===== src/rtl/rdp_pkg.sv =====
// Shared types and constants for the RDP systolic cells.
// Lane-width helper, classic-mapping default masks and the stripe FSM states.
package rdp_pkg;

  function automatic int rdp_lane_w(input int slices, input int data_width);
    return slices * data_width;
  endfunction

  localparam int RDP_NIN = 5;

  // Lane order is {c, k11, k10, k9, k8}: k1 = k8^k9^c, k2 = k10^k11^c
  localparam logic [RDP_NIN-1:0] RDP_K1_MASK = 5'b10011;
  localparam logic [RDP_NIN-1:0] RDP_K2_MASK = 5'b11100;

  typedef enum logic {
    IDLE  = 1'b0,
    ACCUM = 1'b1
  } rdp_state_e;

endpackage


===== src/rtl/rdp_skid_buf.sv =====
// Registered output stage with a one-entry skid, carrying DW bits of payload.
// in_ready is a flop, so there is no combinational path from out_ready back upstream.
module rdp_skid_buf #(
  parameter int DW = 64
) (
  input  logic          clk,
  input  logic          reset_n,
  input  logic [DW-1:0] in_dat,
  input  logic          in_valid,
  output logic          in_ready,
  output logic [DW-1:0] out_dat,
  output logic          out_valid,
  input  logic          out_ready
);

  logic [DW-1:0] out_q, out_d;
  logic [DW-1:0] skid_q, skid_d;
  logic          out_v_q, out_v_d;
  logic          skid_v_q, skid_v_d;
  logic          rdy_q;

  always_comb begin
    out_d    = out_q;
    out_v_d  = out_v_q;
    skid_d   = skid_q;
    skid_v_d = skid_v_q;
    if (skid_v_q) begin
      // Upstream is blocked while the skid is occupied, so only draining can happen
      if (out_ready) begin
        out_d    = skid_q;
        out_v_d  = 1'b1;
        skid_d   = '0;
        skid_v_d = 1'b0;
      end
    end else if (in_valid && rdy_q) begin
      if (!out_v_q || out_ready) begin
        out_d   = in_dat;
        out_v_d = 1'b1;
      end else begin
        skid_d   = in_dat;
        skid_v_d = 1'b1;
      end
    end else if (out_ready) begin
      out_v_d = 1'b0;
    end
  end

  always_ff @(posedge clk or negedge reset_n) begin
    if (!reset_n) begin
      out_q    <= '0;
      out_v_q  <= 1'b0;
      skid_q   <= '0;
      skid_v_q <= 1'b0;
      rdy_q    <= 1'b0;
    end else begin
      out_q    <= out_d;
      out_v_q  <= out_v_d;
      skid_q   <= skid_d;
      skid_v_q <= skid_v_d;
      rdy_q    <= !skid_v_d;
    end
  end

  assign in_ready  = rdy_q;
  assign out_dat   = out_q;
  assign out_valid = out_v_q;

endmodule


===== src/rtl/rdp_systolic_xor_stage.sv =====
// Masked lane-XOR into row (k1) and diagonal (k2) parity, per beat or accumulated per stripe.
//   state | meaning
//   IDLE  | no open stripe; cfg_* sampled on the next accepted beat
//   ACCUM | stripe open; acc holds XOR of beats so far, masks latched
module rdp_systolic_xor_stage
  import rdp_pkg::*;
#(
  parameter int SLICES     = 4,
  parameter int DATA_WIDTH = 32,
  parameter int NIN        = 5,
  parameter int MAX_BEATS  = 16,
  localparam int W         = rdp_lane_w(SLICES, DATA_WIDTH),
  localparam int CW        = $clog2(MAX_BEATS)
) (
  input  logic             clk,
  input  logic             reset_n,
  input  logic [NIN*W-1:0] t_dat,
  input  logic             t_valid,
  input  logic             t_last,
  output logic             t_ready,
  input  logic [NIN-1:0]   cfg_k1_mask,
  input  logic [NIN-1:0]   cfg_k2_mask,
  input  logic             cfg_accum,
  output logic [W-1:0]     i_k1_dat,
  output logic [W-1:0]     i_k2_dat,
  output logic             i_valid,
  input  logic             i_ready,
  output logic             err_overrun
);

  rdp_state_e     state_q, state_d;
  logic [W-1:0]   acc1_q, acc1_d, acc2_q, acc2_d;
  logic [CW-1:0]  cnt_q, cnt_d;
  logic [NIN-1:0] mask1_q, mask1_d, mask2_q, mask2_d;
  logic           err_q;

  logic [NIN-1:0] use_m1, use_m2;
  logic [W-1:0]   x1, x2;
  logic [W-1:0]   res1, res2;
  logic           accept;
  logic           emit;
  logic           ovr_set;

  assign accept = t_valid && t_ready;

  // Within a stripe the masks latched at its first beat apply
  always_comb begin
    use_m1 = (state_q == IDLE) ? cfg_k1_mask : mask1_q;
    use_m2 = (state_q == IDLE) ? cfg_k2_mask : mask2_q;
    x1 = '0;
    x2 = '0;
    for (int n = 0; n < NIN; n++) begin
      if (use_m1[n]) x1 = x1 ^ t_dat[n*W +: W];
      if (use_m2[n]) x2 = x2 ^ t_dat[n*W +: W];
    end
  end

  always_comb begin
    state_d = state_q;
    acc1_d  = acc1_q;
    acc2_d  = acc2_q;
    cnt_d   = cnt_q;
    mask1_d = mask1_q;
    mask2_d = mask2_q;
    emit    = 1'b0;
    ovr_set = 1'b0;
    res1    = x1;
    res2    = x2;
    case (state_q)
      IDLE: begin
        if (accept) begin
          if (!cfg_accum || t_last) begin
            emit = 1'b1;
          end else begin
            state_d = ACCUM;
            acc1_d  = x1;
            acc2_d  = x2;
            cnt_d   = CW'(1);
            mask1_d = cfg_k1_mask;
            mask2_d = cfg_k2_mask;
          end
        end
      end
      ACCUM: begin
        if (accept) begin
          // A stripe that reaches MAX_BEATS without t_last is force-closed
          if (t_last || cnt_q == CW'(MAX_BEATS - 1)) begin
            emit    = 1'b1;
            res1    = acc1_q ^ x1;
            res2    = acc2_q ^ x2;
            ovr_set = !t_last;
            state_d = IDLE;
            acc1_d  = '0;
            acc2_d  = '0;
            cnt_d   = '0;
          end else begin
            acc1_d = acc1_q ^ x1;
            acc2_d = acc2_q ^ x2;
            cnt_d  = cnt_q + CW'(1);
          end
        end
      end
      default: state_d = IDLE;
    endcase
  end

  always_ff @(posedge clk or negedge reset_n) begin
    if (!reset_n) begin
      state_q <= IDLE;
      acc1_q  <= '0;
      acc2_q  <= '0;
      cnt_q   <= '0;
      mask1_q <= '0;
      mask2_q <= '0;
      err_q   <= 1'b0;
    end else begin
      state_q <= state_d;
      acc1_q  <= acc1_d;
      acc2_q  <= acc2_d;
      cnt_q   <= cnt_d;
      mask1_q <= mask1_d;
      mask2_q <= mask2_d;
      if (ovr_set) err_q <= 1'b1;
    end
  end

  rdp_skid_buf #(
    .DW(2 * W)
  ) u_out (
    .clk      (clk),
    .reset_n  (reset_n),
    .in_dat   ({res2, res1}),
    .in_valid (emit),
    .in_ready (t_ready),
    .out_dat  ({i_k2_dat, i_k1_dat}),
    .out_valid(i_valid),
    .out_ready(i_ready)
  );

  assign err_overrun = err_q;

endmodule

===== config.mk =====
export PLATFORM = sky130hd
export DESIGN_NAME = rdp_systolic_xor_stage
export DESIGN_NICKNAME = d
export VERILOG_FILES = /design/src/rtl/rdp_pkg.sv /design/src/rtl/rdp_skid_buf.sv /design/src/rtl/rdp_systolic_xor_stage.sv
export SDC_FILE = /design/constraint.sdc
export NUM_CORES = 2
export LEC_CHECK = 0
export BUFFER_PORTS_ARGS = -buffer_cell sky130_fd_sc_hd__buf_2
export CORE_AREA = 2 2 359 361
export DETAILED_ROUTE_END_ITERATION = 16
export DIE_AREA = 0 0 361 363
export PLACE_DENSITY = 0.66
export SYNTH_ARGS = -nofsm -noshare
export SYNTH_HDL_FRONTEND = slang
export SYNTH_SLANG_ARGS = --single-unit

===== constraint.sdc =====
create_clock -name clk -period 2.5 [get_ports clk]
set_clock_uncertainty 0.1 [all_clocks]
set_input_delay 0.5 -clock clk [delete_from_list [all_inputs] [get_ports clk]]
set_output_delay 0.5 -clock clk [all_outputs]
set_load 0.03 [all_outputs]

==> results.yml <==
logic_synthesis:
  synth-simple-area-share: 0.158
  synth_top_cell_by_area: "dfrtp_1"
  synth-seq-cells: 787
  synth_top_area_frac: 0.330
  synth_area_leaders: "dfrtp_1, xnor3_1, xnor2_1"
  synth_top_family_by_area: "XOR/XNOR gates"
  syn_nets: 6853
  synth_enable_flop_cells: 0
  synth_warnings: 0
  synth_compound_area_frac: 0.144
  synth_top_flop_cell: "dfrtp_1"
  synth_cell_types: 42
  syn-cell-area_um2: 59600
  async_flop_share: 1.00
  synth-adder-area-share: 0.000210
  muxShareOfSynthArea: 0.0499
  synth-xor-area-share: 0.266
  synth.yosys.seq_area_share: 0.330
  avgSynthCellArea_um2: 9.62
  syn_inst: 6196
placed_design:
  hpwlAfterDp_mm: 157
  place_congestion: 0.935
  portBuffers: 914
  place_inst: 9109
layout:
  instances_no_fill: 9418
  final_common_cell: "nand2_1"
  final_cell_mix: "nand2_1, buf_2, dfrtp_1"
  fin_nets: 8341
  drive_gt1_frac: 0.331
  syn2layout_area_growth_pct: 33.0
pwr:
  ir_drop_mv: 1.06
  p_per_area_nw_per_um2: 1610
  p_leak_nw: 41.7
global_routing:
  grt_pass1_vias: 54897
  grt_max_degree: 149
  grt_pass1_wl_mm: 336
  grt.overflow.total: 0
  track_usage: 0.336
  antenna_found_initial: 11
floorplan:
  die_h_um: 363
  die_w_um: 361
  num_rows: 131
  initial_core_util: 0.469
  die_area_um2: 131000
  coreArea_um2: 127000
  ios: 915
min_path:
  hold_path.class: "in -> reg"
  hold_depth: 3
route:
  wl_mm: 231
  drtIter0Drc: 4955
  ant_nets: 0
  via_per_inst: 5.86
  drc_errors: 0
  wl_per_cell_um: 24.5
  num_vias: 55198
  dr.pass1.iters: 6
worst_setup_path:
  slowest_delay_ps: 500
  crit_type: "reg -> reg"
  startpoint: "state_q"
  endpoint_kind: "flop"
  r2r_end: "u_out.out_dat[117]"
  cp.depth: 8
  cp_slowest_cell: "dfrtp_4"
  rrSetupSlack_ps: -360
  cp-endpoint: "u_out.out_dat[117]"
  cp_cell_sequence: "buf_12 > mux2_8 > buf_12 > nand2_1 > xnor3_1 > xnor3_1 > nor2_1 > o32a_1"
  path_delay_family: "XOR/XNOR gates"
  cp.required_ps: 2990
  r2r_start: "state_q"
  reg2regPathDepth: 8
  crit_buf_inv: 2
  crit_arrival_ps: 3350
  startpoint_type: "flop"
  critPathMaxFanout: 15
sta:
  setup_slack_ps: -359
  finalCritPeriodShare: 1.14
  finalSetupTns_ps: -177260
  rsz0062_at_grt: "yes"
  fmax_ghz: 0.350
  min_period_ps: 2860
  slew_violations: 0
  max-slew-margin-rel: 0.294
  hold_viol_final: 0
  setup_violations: 763
  tightest_slew_ps: 1060
outcome:
  violations: "setup timing"
  status: "complete, but fails checks"
clock_network:
  cts.sink_count: 787
  cts_buffers: 94
  htree_levels: 3
  clock_path_buffers: 3
  tritoncts: "yes"
  clk_latency_ps: 710
  clk_pin_slew_worst_paths_ps: 60
  cts_root_buf: "clkbuf_16"
flow_run:
  drv_cap: 0
-- routing by layer --
layer	GRT usage	part of all wire
met1	0.422	0.39
met2	0.550	0.47
met3	0.0648	0.081
met4	0.181	0.061
met5	0	0.00042
-- through the flow --
stage	hold slack, ps	total power, W	utilization	instance area (um^2)	setup WS, ps
6_report	79.9	0.128	0.624	79300	-359
5_1_grt	66.2	0.135	0.624	79300	-422
4_1_cts	12.1	0.125	0.614	78000	-350
3_5_place_dp	308	0.105	0.568	72200	-522
3_3_place_gp	308	0.103	0.568	72200	-538
2_1_floorplan	104	0.0754	-	59800	-42.9
-- cell usage after synthesis (2+ instances only) --
cell type	number
a21o_1	254
a21oi_1	245
a22o_1	29
a31o_1	12
and2_1	2
and3_1	255
buf_1	11
buf_2	113
buf_4	6
buf_6	9
clkbuf_1	369
dfrtp_1	787
inv_1	248
mux2_1	44
mux2_2	215
mux2_4	2
mux2i_1	3
nand2_1	1001
nand2_2	40
nand2b_1	7
nand3_1	245
nor2_1	250
nor2b_1	251
o21a_1	2
o21ai_0	513
o21ai_1	2
o22ai_1	2
o32a_1	243
xnor2_1	525
xnor3_1	499
-- repair_timing --
item                       CTS  global route
setup endpoints to repair  765           769
setup buffers               75            25
pin swaps                   93            91
gates cloned                23            17
resized for setup          245           159
hold buffers                 8             0
hold endpoints to repair   217             0
-- final cells by class --
cell class | count | area, um^2
Inverter | 248 | 931
Fill cell | 10389 | 47800
Timing Repair Buffer | 1895 | 14700
Antenna cell | 1 | 2.50
Sequential cell | 787 | 19700
Multi-Input combinational cell | 4658 | 38600
Clock buffer | 137 | 2760
Clock inverter | 30 | 455
Tap cell | 1662 | 2080
-- power by group --
part	switching, W	leakage [nW]	internal (W)	total (W)
registers	0.00431	9.48	0.0189	0.0232
clock network	0.00590	1.59	0.00859	0.0145
logic	0.0446	30.6	0.0456	0.0902
-- sequential cells by signal (all words and copies together) (netlist names) --
name	count
state_q	1
u_out.skid_q	256
u_out.out_dat	256
acc1_q	128
mask1_q	5
cnt_q	4
u_out.skid_v_q	1
acc2_q	128
err_overrun	1
u_out.in_ready	1
u_out.out_valid	1
mask2_q	5
-- worst register-to-register path: cells and delay by family (launching register included) --
family	cells	cell delay, ps
xor+xnor	2	820
flops	1	500
mux	1	440
buf+inv	2	380
compound gates	1	360
simple gates	2	160
-- how the worst min path moves through the flow --
| stage | startpoint | endpoint | slack (ps) |
|---|---|---|---|
| 3_3_place_gp | reset_n | acc1_q[121] | 310 |
| 6_report | t_last | err_overrun | 80 |
| 4_1_cts | t_last | err_overrun | 10 |
| 3_5_place_dp | reset_n | acc1_q[121] | 310 |
| 5_1_grt | t_last | err_overrun | 70 |
| 2_1_floorplan | reset_n | acc1_q[0] | 100 |
-- cell families after synthesis --
logic type                 Yosys count
adders and majority gates            1
xor gates and xnor gates          1024
DFF                                787
muxes                              264
and+or+nand+nor                   2056
AOI/OAI and AO/OA                 1308
buffers and inverters              756
(Power assumes the default switching activity.)
